**config.mk**
```make
export PLATFORM = sky130hd
export DESIGN_NAME = clk_time_set_ctrl
export DESIGN_NICKNAME = d
export VERILOG_FILES = /design/src/rtl/clk_time_set_ctrl.sv
export SDC_FILE = /design/constraint.sdc
export NUM_CORES = 1
export LEC_CHECK = 0
export CORE_ASPECT_RATIO = 0.75
export CORE_MARGIN = 1.5
export CORE_UTILIZATION = 31
export DETAILED_ROUTE_END_ITERATION = 7
export RECOVER_POWER = 25
export REMOVE_ABC_BUFFERS = 1
export SLEW_MARGIN = 20
export SYNTH_ARGS = -nofsm -noshare
export SYNTH_HDL_FRONTEND = slang
export SYNTH_SLANG_ARGS = --single-unit
export TNS_END_PERCENT = 10
```
**constraint.sdc**
```tcl
create_clock -name clk -period 2.41 [get_ports clk]
set_clock_uncertainty 0.15 [all_clocks]
set_input_delay 0.3615 -clock clk [delete_from_list [all_inputs] [get_ports clk]]
set_output_delay 0.3615 -clock clk [all_outputs]
set_load 0.1 [all_outputs]
```
**src/rtl/clk_time_set_ctrl.sv**
```systemverilog
// Button conditioning and time-set editor for the real-time clock.
// Debounced mode/inc/dec presses step an edit FSM that drives shadow set_* values and a load strobe.
module clk_time_set_ctrl #(
    parameter int DEBOUNCE_CYCLES = 500000,
    parameter int HOURS_MAX       = 23,
    parameter int MINSEC_MAX      = 59
) (
    input  logic       clk,
    input  logic       reset,
    input  logic       btn_mode,
    input  logic       btn_inc,
    input  logic       btn_dec,
    input  logic [4:0] q_hours,
    input  logic [5:0] q_minutes,
    input  logic [5:0] q_seconds,
    output logic       hold,
    output logic       load,
    output logic [4:0] set_hours,
    output logic [5:0] set_minutes,
    output logic [5:0] set_seconds,
    output logic [1:0] field_sel
);

    localparam int CW = (DEBOUNCE_CYCLES > 2) ? $clog2(DEBOUNCE_CYCLES) : 1;

    typedef enum logic [2:0] {RUN, SET_H, SET_M, SET_S, LOAD} state_t;
    state_t state, state_next;

    // Bit order everywhere: [0]=mode, [1]=inc, [2]=dec.
    logic [2:0]    raw, sync1, sync2, deb, deb_d, press;
    logic [CW-1:0] cnt [3];
    logic          mode_p, inc_p, dec_p;

    assign raw = {btn_dec, btn_inc, btn_mode};

    always_ff @(posedge clk) begin
        if (!reset) begin
            sync1 <= '0;
            sync2 <= '0;
            deb   <= '0;
            deb_d <= '0;
            for (int i = 0; i < 3; i++) cnt[i] <= '0;
        end else begin
            sync1 <= raw;
            sync2 <= sync1;
            deb_d <= deb;
            for (int i = 0; i < 3; i++) begin
                if (sync2[i] == deb[i]) begin
                    cnt[i] <= '0;
                end else if (cnt[i] == CW'(DEBOUNCE_CYCLES - 1)) begin
                    deb[i] <= sync2[i];
                    cnt[i] <= '0;
                end else begin
                    cnt[i] <= cnt[i] + 1'b1;
                end
            end
        end
    end

    // Mode beats inc/dec; inc together with dec cancels out.
    assign press  = deb & ~deb_d;
    assign mode_p = press[0];
    assign inc_p  = press[1] & ~press[2] & ~press[0];
    assign dec_p  = press[2] & ~press[1] & ~press[0];

    function automatic logic [5:0] wrap_inc(input logic [5:0] v, input logic [5:0] mx);
        wrap_inc = (v >= mx) ? 6'd0 : v + 6'd1;
    endfunction

    function automatic logic [5:0] wrap_dec(input logic [5:0] v, input logic [5:0] mx);
        wrap_dec = (v == 6'd0 || v > mx) ? mx : v - 6'd1;
    endfunction

    always_ff @(posedge clk) begin
        if (!reset) state <= RUN;
        else        state <= state_next;
    end

    always_comb begin
        state_next = state;
        case (state)
            RUN:     if (mode_p) state_next = SET_H;
            SET_H:   if (mode_p) state_next = SET_M;
            SET_M:   if (mode_p) state_next = SET_S;
            SET_S:   if (mode_p) state_next = LOAD;
            LOAD:    state_next = RUN;
            default: state_next = RUN;
        endcase
    end

    always_comb begin
        hold      = 1'b0;
        load      = 1'b0;
        field_sel = 2'd0;
        case (state)
            SET_H:   begin hold = 1'b1; field_sel = 2'd1; end
            SET_M:   begin hold = 1'b1; field_sel = 2'd2; end
            SET_S:   begin hold = 1'b1; field_sel = 2'd3; end
            LOAD:    begin hold = 1'b1; load = 1'b1; end
            default: ;
        endcase
    end

    always_ff @(posedge clk) begin
        if (!reset) begin
            set_hours   <= '0;
            set_minutes <= '0;
            set_seconds <= '0;
        end else if (state == RUN && mode_p) begin
            set_hours   <= q_hours;
            set_minutes <= q_minutes;
            set_seconds <= q_seconds;
        end else begin
            case (state)
                SET_H: begin
                    if (inc_p) set_hours <= 5'(wrap_inc({1'b0, set_hours}, 6'(HOURS_MAX)));
                    if (dec_p) set_hours <= 5'(wrap_dec({1'b0, set_hours}, 6'(HOURS_MAX)));
                end
                SET_M: begin
                    if (inc_p) set_minutes <= wrap_inc(set_minutes, 6'(MINSEC_MAX));
                    if (dec_p) set_minutes <= wrap_dec(set_minutes, 6'(MINSEC_MAX));
                end
                SET_S: begin
                    if (inc_p) set_seconds <= wrap_inc(set_seconds, 6'(MINSEC_MAX));
                    if (dec_p) set_seconds <= wrap_dec(set_seconds, 6'(MINSEC_MAX));
                end
                default: ;
            endcase
        end
    end

endmodule

```
-- Word level (Yosys, flattened, before mapping)
Memories as Yosys holds them, arrays and structs flattened.
Index checks and enable logic that the tools add are counted.
- add/sub/neg operators: 9
- eq/ne operators: 14
- muxes and demuxes: 69
- bitwise operators: 21
- magnitude comparators: 6
- reductions and logical operators: 20
- operators with widths (operator ; number):
    two-way mux 19 bit ; 9
    two-way mux 6 bit ; 12
    adder 19 x 1 -> 19 bit (second input constant) ; 3
    == test 19 bit (second input constant) ; 3
    two-way mux 1 bit ; 36
    two-way mux 5 bit ; 6
    adder 6 x 1 -> 6 bit (second input constant) ; 2
    greater-or-equal comparator 6 bit (second input constant) ; 2
    > comparator 6 bit (second input constant) ; 2
    logical NOT 6 bit ; 2
    two-way mux 3 bit ; 4
    one-hot mux 3 bit (4 select lines) ; 1
    AND reduction 2 bit ; 6
    subtractor 6 x 1 -> 6 bit (second input constant) ; 2
    OR 1 bit ; 9
    inequality test 2 bit (second input constant) ; 4
    == test 3 x 2 -> 1 bit (second input constant) ; 2
    inverter 1 bit ; 6
    one-hot mux 2 bit (3 select lines) ; 1
    nonzero test 2 bit ; 3
    adder 5 x 1 -> 5 bit (second input constant) ; 1
    greater-or-equal comparator 5 bit (second input constant) ; 1
    > comparator 5 bit (second input constant) ; 1
    logical NOT 5 bit ; 1
    13 further kinds ; 20
- register bits: 32
- memory bits (writable): 57
- bits of input ports: 22
- word-level logic and storage cells: 150
- memories: 1
- output and inout port bits: 21
- memory list (name ; depth ; bits a word ; read ports ; clocked after Yosys merged registers in ; write ports ; RTL line ; source):
    cnt ; 3 ; 19 ; 3 ; 0 ; 3 ; 31 ; logic [CW-1:0] cnt [3];

-- Logic depth before layout (Yosys ltp)
Gate-level depths: netlist of run 1.
- depth after elaboration: 9
- gate-level depth with buffers: 8
- mapped depth without buffers: 7

-- Least setup slack after synthesis of run 1
Ideal clock, no wire load.
- path type: register to register
- start point: register state[0]
- end point: register set_hours[3]
- data arrival time: 2805 ps
- path buffers: 1
- slack: -678 ps
- library setup time: 133 ps
- stages on the path, launching flop included: 7
- data required time: 2127 ps
- period minus slack after synthesis: 3088 ps
- cells stage by stage: dfxtp_1 clkbuf_1 nor2b_1 nor2b_1 nand3_1 a311oi_1 a311oi_1
- longest elaborated chain between the ends: 4
- elaborated cells on any way between the ends: 7
- those cells by class: eq/ne (1); mux (1); reduce/logical (5)
- RTL lines (element ; RTL line ; source):
    start, declared ; 27 ; state_t state, state_next;
    start signal, assigned ; 76 ; else state <= state_next;
    logical NOT 3 bit ; 109 ; end else if (state == RUN && mode_p) begin
    logical AND 1 bit ; 109 ;
    nonzero test 3 bit (no line) / nonzero test 2 bit (equally long branches) ; - ;
    AND reduction 2 bit (no line) ; - ;
    end signal, assigned ; 110 ; set_hours <= q_hours;
    end signal, assigned ; 116 ; if (inc_p) set_hours <= 5'(wrap_inc({1'b0, set_hours}, 6'(HOURS_MAX)));
    end signal, assigned ; 117 ; if (dec_p) set_hours <= 5'(wrap_dec({1'b0, set_hours}, 6'(HOURS_MAX)));
    end, declared ; 18 ; output logic [4:0] set_hours,
Several ways; a longest one is shown, not always the timed one.
A chain may end at the register's enable or synchronous reset.

==> results of run 1 <==
[per-stage QoR]
stage / hold slack [ns] / cells / setup WS [ns] / setup TNS, ns
finish: 0.288 / 905 / 0.274 / 0
global route: 0.320 / 905 / 0.0434 / 0
CTS: 0.287 / 905 / 0.181 / 0
detailed placement: 0.271 / 889 / 0.192 / 0
global placement: 0.268 / 889 / 0.199 / 0
floorplan: 0.262 / 614 / -0.558 / -3.55
[per-layer routing]
| metal | share of wire | routed length, µm | vias to the layer above |
|---|---|---|---|
| met5 | 0 | 0 | - |
| met4 | 0.012 | 142 | 0 |
| met3 | 0.047 | 536 | 9 |
| met2 | 0.41 | 4720 | 90 |
| met1 | 0.53 | 6120 | 1983 |
| li1 | - | - | 2235 |
[cells in the final DEF (no fill, tap or decap), drive strengths merged, types with 20 or more instances in the layout]
cell,netlist,final
xnor2,24,24
edfxtp,57,57
clkdlybuf4s50,0,20
conb,1,57
nand3,47,47
nor2,100,100
clkbuf,24,26
dfxtp,32,32
nand2,38,38
xor2,38,38
buf,7,27
[synth_stat cells, types with 3 or more instances]
cell type | number | area [µm²]
xor2_1 | 38 | 333
nor3_1 | 17 | 85.1
ha_1 | 11 | 138
buf_2 | 4 | 20.0
dfxtp_1 | 32 | 641
nand2_1 | 38 | 143
o211ai_1 | 5 | 37.5
a31oi_1 | 8 | 50.1
nor2_1 | 100 | 375
nand4_1 | 10 | 62.6
and3_1 | 13 | 81.3
nor4b_1 | 4 | 35.0
o2111ai_1 | 3 | 26.3
mux2i_1 | 5 | 50.1
a311oi_1 | 5 | 43.8
or2_2 | 3 | 18.8
edfxtp_1 | 57 | 1710
a21o_1 | 3 | 22.5
o31ai_1 | 5 | 37.5
nor4_1 | 6 | 37.5
nand2b_1 | 7 | 43.8
nor2b_1 | 4 | 25.0
o21ai_0 | 19 | 95.1
and4_1 | 4 | 35.0
o21a_1 | 3 | 22.5
xnor2_1 | 23 | 201
clkbuf_1 | 24 | 90.1
a21oi_1 | 15 | 75.1
nand3_1 | 47 | 235
and2_1 | 14 | 87.6
inv_1 | 17 | 63.8
nand3b_1 | 5 | 37.5
[state kept, by name (all words and copies together), names as in the netlist]
signal       flops
set_minutes      6
deb_d            3
set_seconds      6
cnt             57
sync1            3
set_hours        5
state            3
deb              3
sync2            3
[cell type report]
type | count | share of cell area
Clock buffer | 14 | 0.0456
Timing Repair Buffer | 60 | 0.0798
Clock inverter | 2 | 0.00250
Tap cell | 215 | 0.0413
Multi-Input combinational cell | 508 | 0.460
Sequential cell | 89 | 0.361
Inverter | 17 | 0.00980
[cells by family (layout without fill, tap and decap cells)]
group	count (synthesis)	in the layout	share of synthesized area
mux	6	6	0.0115
xor+xnor	62	62	0.103
buf+inv	48	93	0.0376
compound gates	84	84	0.106
other cells	1	57	0.000704
flops	89	89	0.441
simple gates	288	288	0.274
fa+ha+maj	11	11	0.0258
[repair_timing]
item,in CTS,in global routing
endpoints found under the setup margin,0,2
hold endpoints to repair,0,0
gates resized for setup,0,1
[power breakdown]
group          switching [µW]  internal (µW)
clock network             597            855
registers                50.5           1670
logic                    89.8           75.8
[worst max path at each step]
stage,from,to,cells after the start
detailed placement,reset,cnt[0][10],4
global route,cnt[0][0],cnt[0][9],5
CTS,cnt[0][0],cnt[0][18],6
floorplan,state[0],set_hours[3],5
global placement,cnt[0][0],cnt[0][14],6
finish,cnt[0][0],cnt[0][10],5
==> flow_summary.ini, run 1 <==
[placed_design]
postPlaceCellArea_mm2 = 0.00622
io_buffers = 42
place_hpwl_um = 8200
routabilityCongestion = 0.866

[drt]
via_per_inst = 4.77
drt_iter0_markers = 274
drtAntennaViolNets = 0
wl_um = 11500
wl_per_cell_um = 12.7
drc = 0
vias = 4317
drt_pass1_iterations = 5

[timing]
slew_viol_final = 0
fmax_mhz = 468
setup_viol_count_final = 0
layout_min_cycle_time_ns = 2.14
hold_violations = 0
worstMarginPinSlew_ns = 0.638
slew_headroom = 0.571
final.period_utilization = 0.886
rsz0062_at_grt = false

[flow_run]
cap_violations = 0

[floorplan]
io_pins = 43
num_rows = 41
die_w_um = 154
dieArea_mm2 = 0.0180
core_mm2 = 0.0168
start_util = 0.317
die_h_um = 117

[grt]
grt_util_met1 = 0.193
met2_usage = 0.198
track_usage = 0.137
antenna_found_initial = 0
grt_pass1_wl_um = 19400
grt_max_degree = 19
gr-total-overflow = 0
grt_pass1_vias = 3966
global_route.peak_usage_layer = met2
use_met3 = 0.0386

[power]
powerDensity_mw_per_mm2 = 513
peakVddDrop_uv = 348
total_power_uw = 3340
leakage_uw = 0.00240

[critical_path]
cp_max_fo = 17
required_ns = 2.35
path_cells = ha_1, nand4_1, nor3_1, or2_2, nor2_1
reg2reg_to = cnt[0][10]
cp_data_arrival_time_ns = 2.07
reg2reg_depth = 5
start_kind = flip-flop
r2r_start = cnt[0][0]
crit_family = simple AND/OR/NAND/NOR gates
endpoint_kind = flip-flop
reg2reg_slack_ns = 0.27
worst-setup-path-type = flip-flop to flip-flop
cp_slowest_cell = nor3_1
cp_slowest_stage_delay_ns = 0.39
cp_num_buf_inv = 0

[layout]
utilization = 0.387
n_fill_cell = 1710
register_area_mm2 = 0.00235
antenna_cells = 0
multi_input_area_mm2 = 0.00299
final_cell_area_mm2 = 0.00651
final_nets = 718
drive_above_1_share = 0.0913
syn2layout_area_growth_pct = 22.1

[worst_hold_path]
hold_start = sync1[2]
min_to = sync2[2]
whs_path_depth = 1
min_path_type = flip-flop to flip-flop

[yosys]
synth_seq_cells = 89
synth-edff-count = 57
synth_seq_area_share = 0.441
netlist_area_mm2 = 0.00533
netlist_instances = 589
yosysUniqueCellTypes = 62
ys_async_sr_fraction = 0
dominantRegCellSynth = edfxtp_1
yosysWarnings = 0
postSynthAreaPerCell_um2 = 9.05

[clocking]
root_buffer = clkbuf_16
holdBufCountCts = 0
h-tree-depth = 3
clock-sinks = 89
clock_latency_ns = 0.35
cts_tree = done
numCtsBuffers = 9
clockBufferDepth = 2
cts_setup_buffers = 0
clkTransAtPathRegs_ns = 0.06

[outcome]
status = completed
(Power assumes the default switching activity.)
==> run 2, diff against run 1 <==
--- a/config.mk
+++ b/config.mk
@@ -9,6 +9,7 @@
 export CORE_MARGIN = 1.5
 export CORE_UTILIZATION = 31
 export DETAILED_ROUTE_END_ITERATION = 7
+export PLACE_DENSITY_LB_ADDON = 0.08
 export RECOVER_POWER = 25
 export REMOVE_ABC_BUFFERS = 1
 export SLEW_MARGIN = 20
==> flow_summary.ini, run 2 (synthesis gave the netlist of run 1 again) <==
[grt]
grt_pass1_wl_um = 20200
gr-total-overflow = 0
grt_pass1_vias = 4068
antenna_found_initial = 0
track_usage = 0.142
grt_max_degree = 26

[layout]
drive_above_1_share = 0.0887
largest_register = cnt
final_cell_area_mm2 = 0.00649
n_fill_cell = 1747
final_nets = 716
biggestRegsByFlops = cnt: 57 flops, set_minutes: 6 flops, set_seconds: 6 flops
syn2layout_area_growth_pct = 21.8
antenna_cells = 0
final_common_cell = nor2_1
layout_common_cells = nor2_1, edfxtp_1, conb_1
largest_reg_flops = 57
utilization = 0.386

[floorplan]
io_pins = 43
die_w_um = 154
core_mm2 = 0.0168
num_rows = 41
start_util = 0.317
dieArea_mm2 = 0.0180
die_h_um = 117

[power]
power_switching_uw = 766
leakage_uw = 0.00239
power.switching_fraction = 0.224
peakVddDrop_uv = 320
total_power_uw = 3420
seqPwrFrac = 0.502
combPwrFrac = 0.049
powerDensity_mw_per_mm2 = 527
internal-power_uw = 2650
clock_power_share = 0.449

[critical_path]
cp_slowest_cell = dlygate4sd3_1
endpoint_kind = flip-flop
path_cells = dlygate4sd3_1, clkbuf_1, nand2_1, or2_2, nor2_1
start_kind = input pin
cp_slowest_stage_delay_ns = 0.52
required_ns = 2.47
cp_max_fo = 17
cp_data_arrival_time_ns = 2.25
worst-setup-path-type = input pin to flip-flop
reg2reg_slack_ns = 0.26

[clocking]
clockBufferDepth = 2
h-tree-depth = 3
clkTransAtPathRegs_ns = 0.07
clock-sinks = 89
numCtsBuffers = 9
clock_latency_ns = 0.35
holdBufCountCts = 0
cts_tree = done
root_buffer = clkbuf_16

[timing]
slew_viol_final = 0
layout_min_cycle_time_ns = 2.19
slew_headroom = 0.552
fmax_mhz = 456
final.period_utilization = 0.911
setup_viol_count_final = 0
hold_violations = 0
finalSetupTns_ns = 0
worstMarginPinSlew_ns = 0.671
whs_ns = 0.294
rsz0062_at_grt = false

[outcome]
status = completed

[placed_design]
routabilityCongestion = 0.768
io_buffers = 42
place_hpwl_um = 8540
postPlaceCellArea_mm2 = 0.00620

[drt]
drt_pass1_iterations = 5
via_per_inst = 4.78
vias = 4317
drt_iter0_markers = 247
wl_per_cell_um = 13.1
drc = 0
wl_um = 11900
drtAntennaViolNets = 0

[flow_run]
cap_violations = 0

[worst_hold_path]
min_path_type = flip-flop to flip-flop
run 2: path summary, 6_finish.rpt:
| check | from | depth (start not counted) | end |
|---|---|---|---|
| setup reg to reg | set_hours[0] | 6 | set_hours[1] |
| setup / recovery | reset | 5 | cnt[0][5] |
| hold reg to reg | sync1[0] | 1 | sync2[0] |
| hold / removal | sync1[0] | 1 | sync2[0] |
run 2: worst max-delay path, delay by kind of cell:
| kind | cells | cell delay, ns |
|---|---|---|
| and+or+nand+nor | 3 | 0.86 |
| buffers and inverters | 2 | 1.03 |
run 2: cell type report:
cell class	instances	area, µm²	area share
multi-input combinational	508	2990	0.460
sequential	89	2350	0.362
timing repair buffer	58	499	0.0769
tap	215	269	0.0414
clock buffer	9	225	0.0347
clock inverter	7	93.8	0.0145
inverter	17	63.8	0.00983
run 2: power by group through the flow:
stage | sequential [µW] | combinational [µW] | clock (µW)
floorplan | 1750 | 89.6 | 0
global placement | 1750 | 169 | 0
detailed placement | 1750 | 168 | 0
CTS | 1720 | 169 | 1600
global route | 1730 | 188 | 1650
finish | 1720 | 167 | 1530
run 2: metal layers:
metal | wire, µm | track usage
met1 | 6140 | 0.194
met2 | 5110 | 0.219
met3 | 439 | 0.0341
met4 | 171 | 0.0513
met5 | 0 | 0
run 2: repair_timing:
action                                  in CTS  in global routing
setup buffers                                0                  0
resized for setup                            0                  1
endpoints found under the setup margin       0                 17
run 2: stage by stage:
step	worst slack [ns]	cells
2_1_floorplan	-0.558	614
3_3_place_gp	0.237	887
3_5_place_dp	0.188	887
4_1_cts	0.179	903
5_1_grt	0.0206	903
6_report	0.215	903
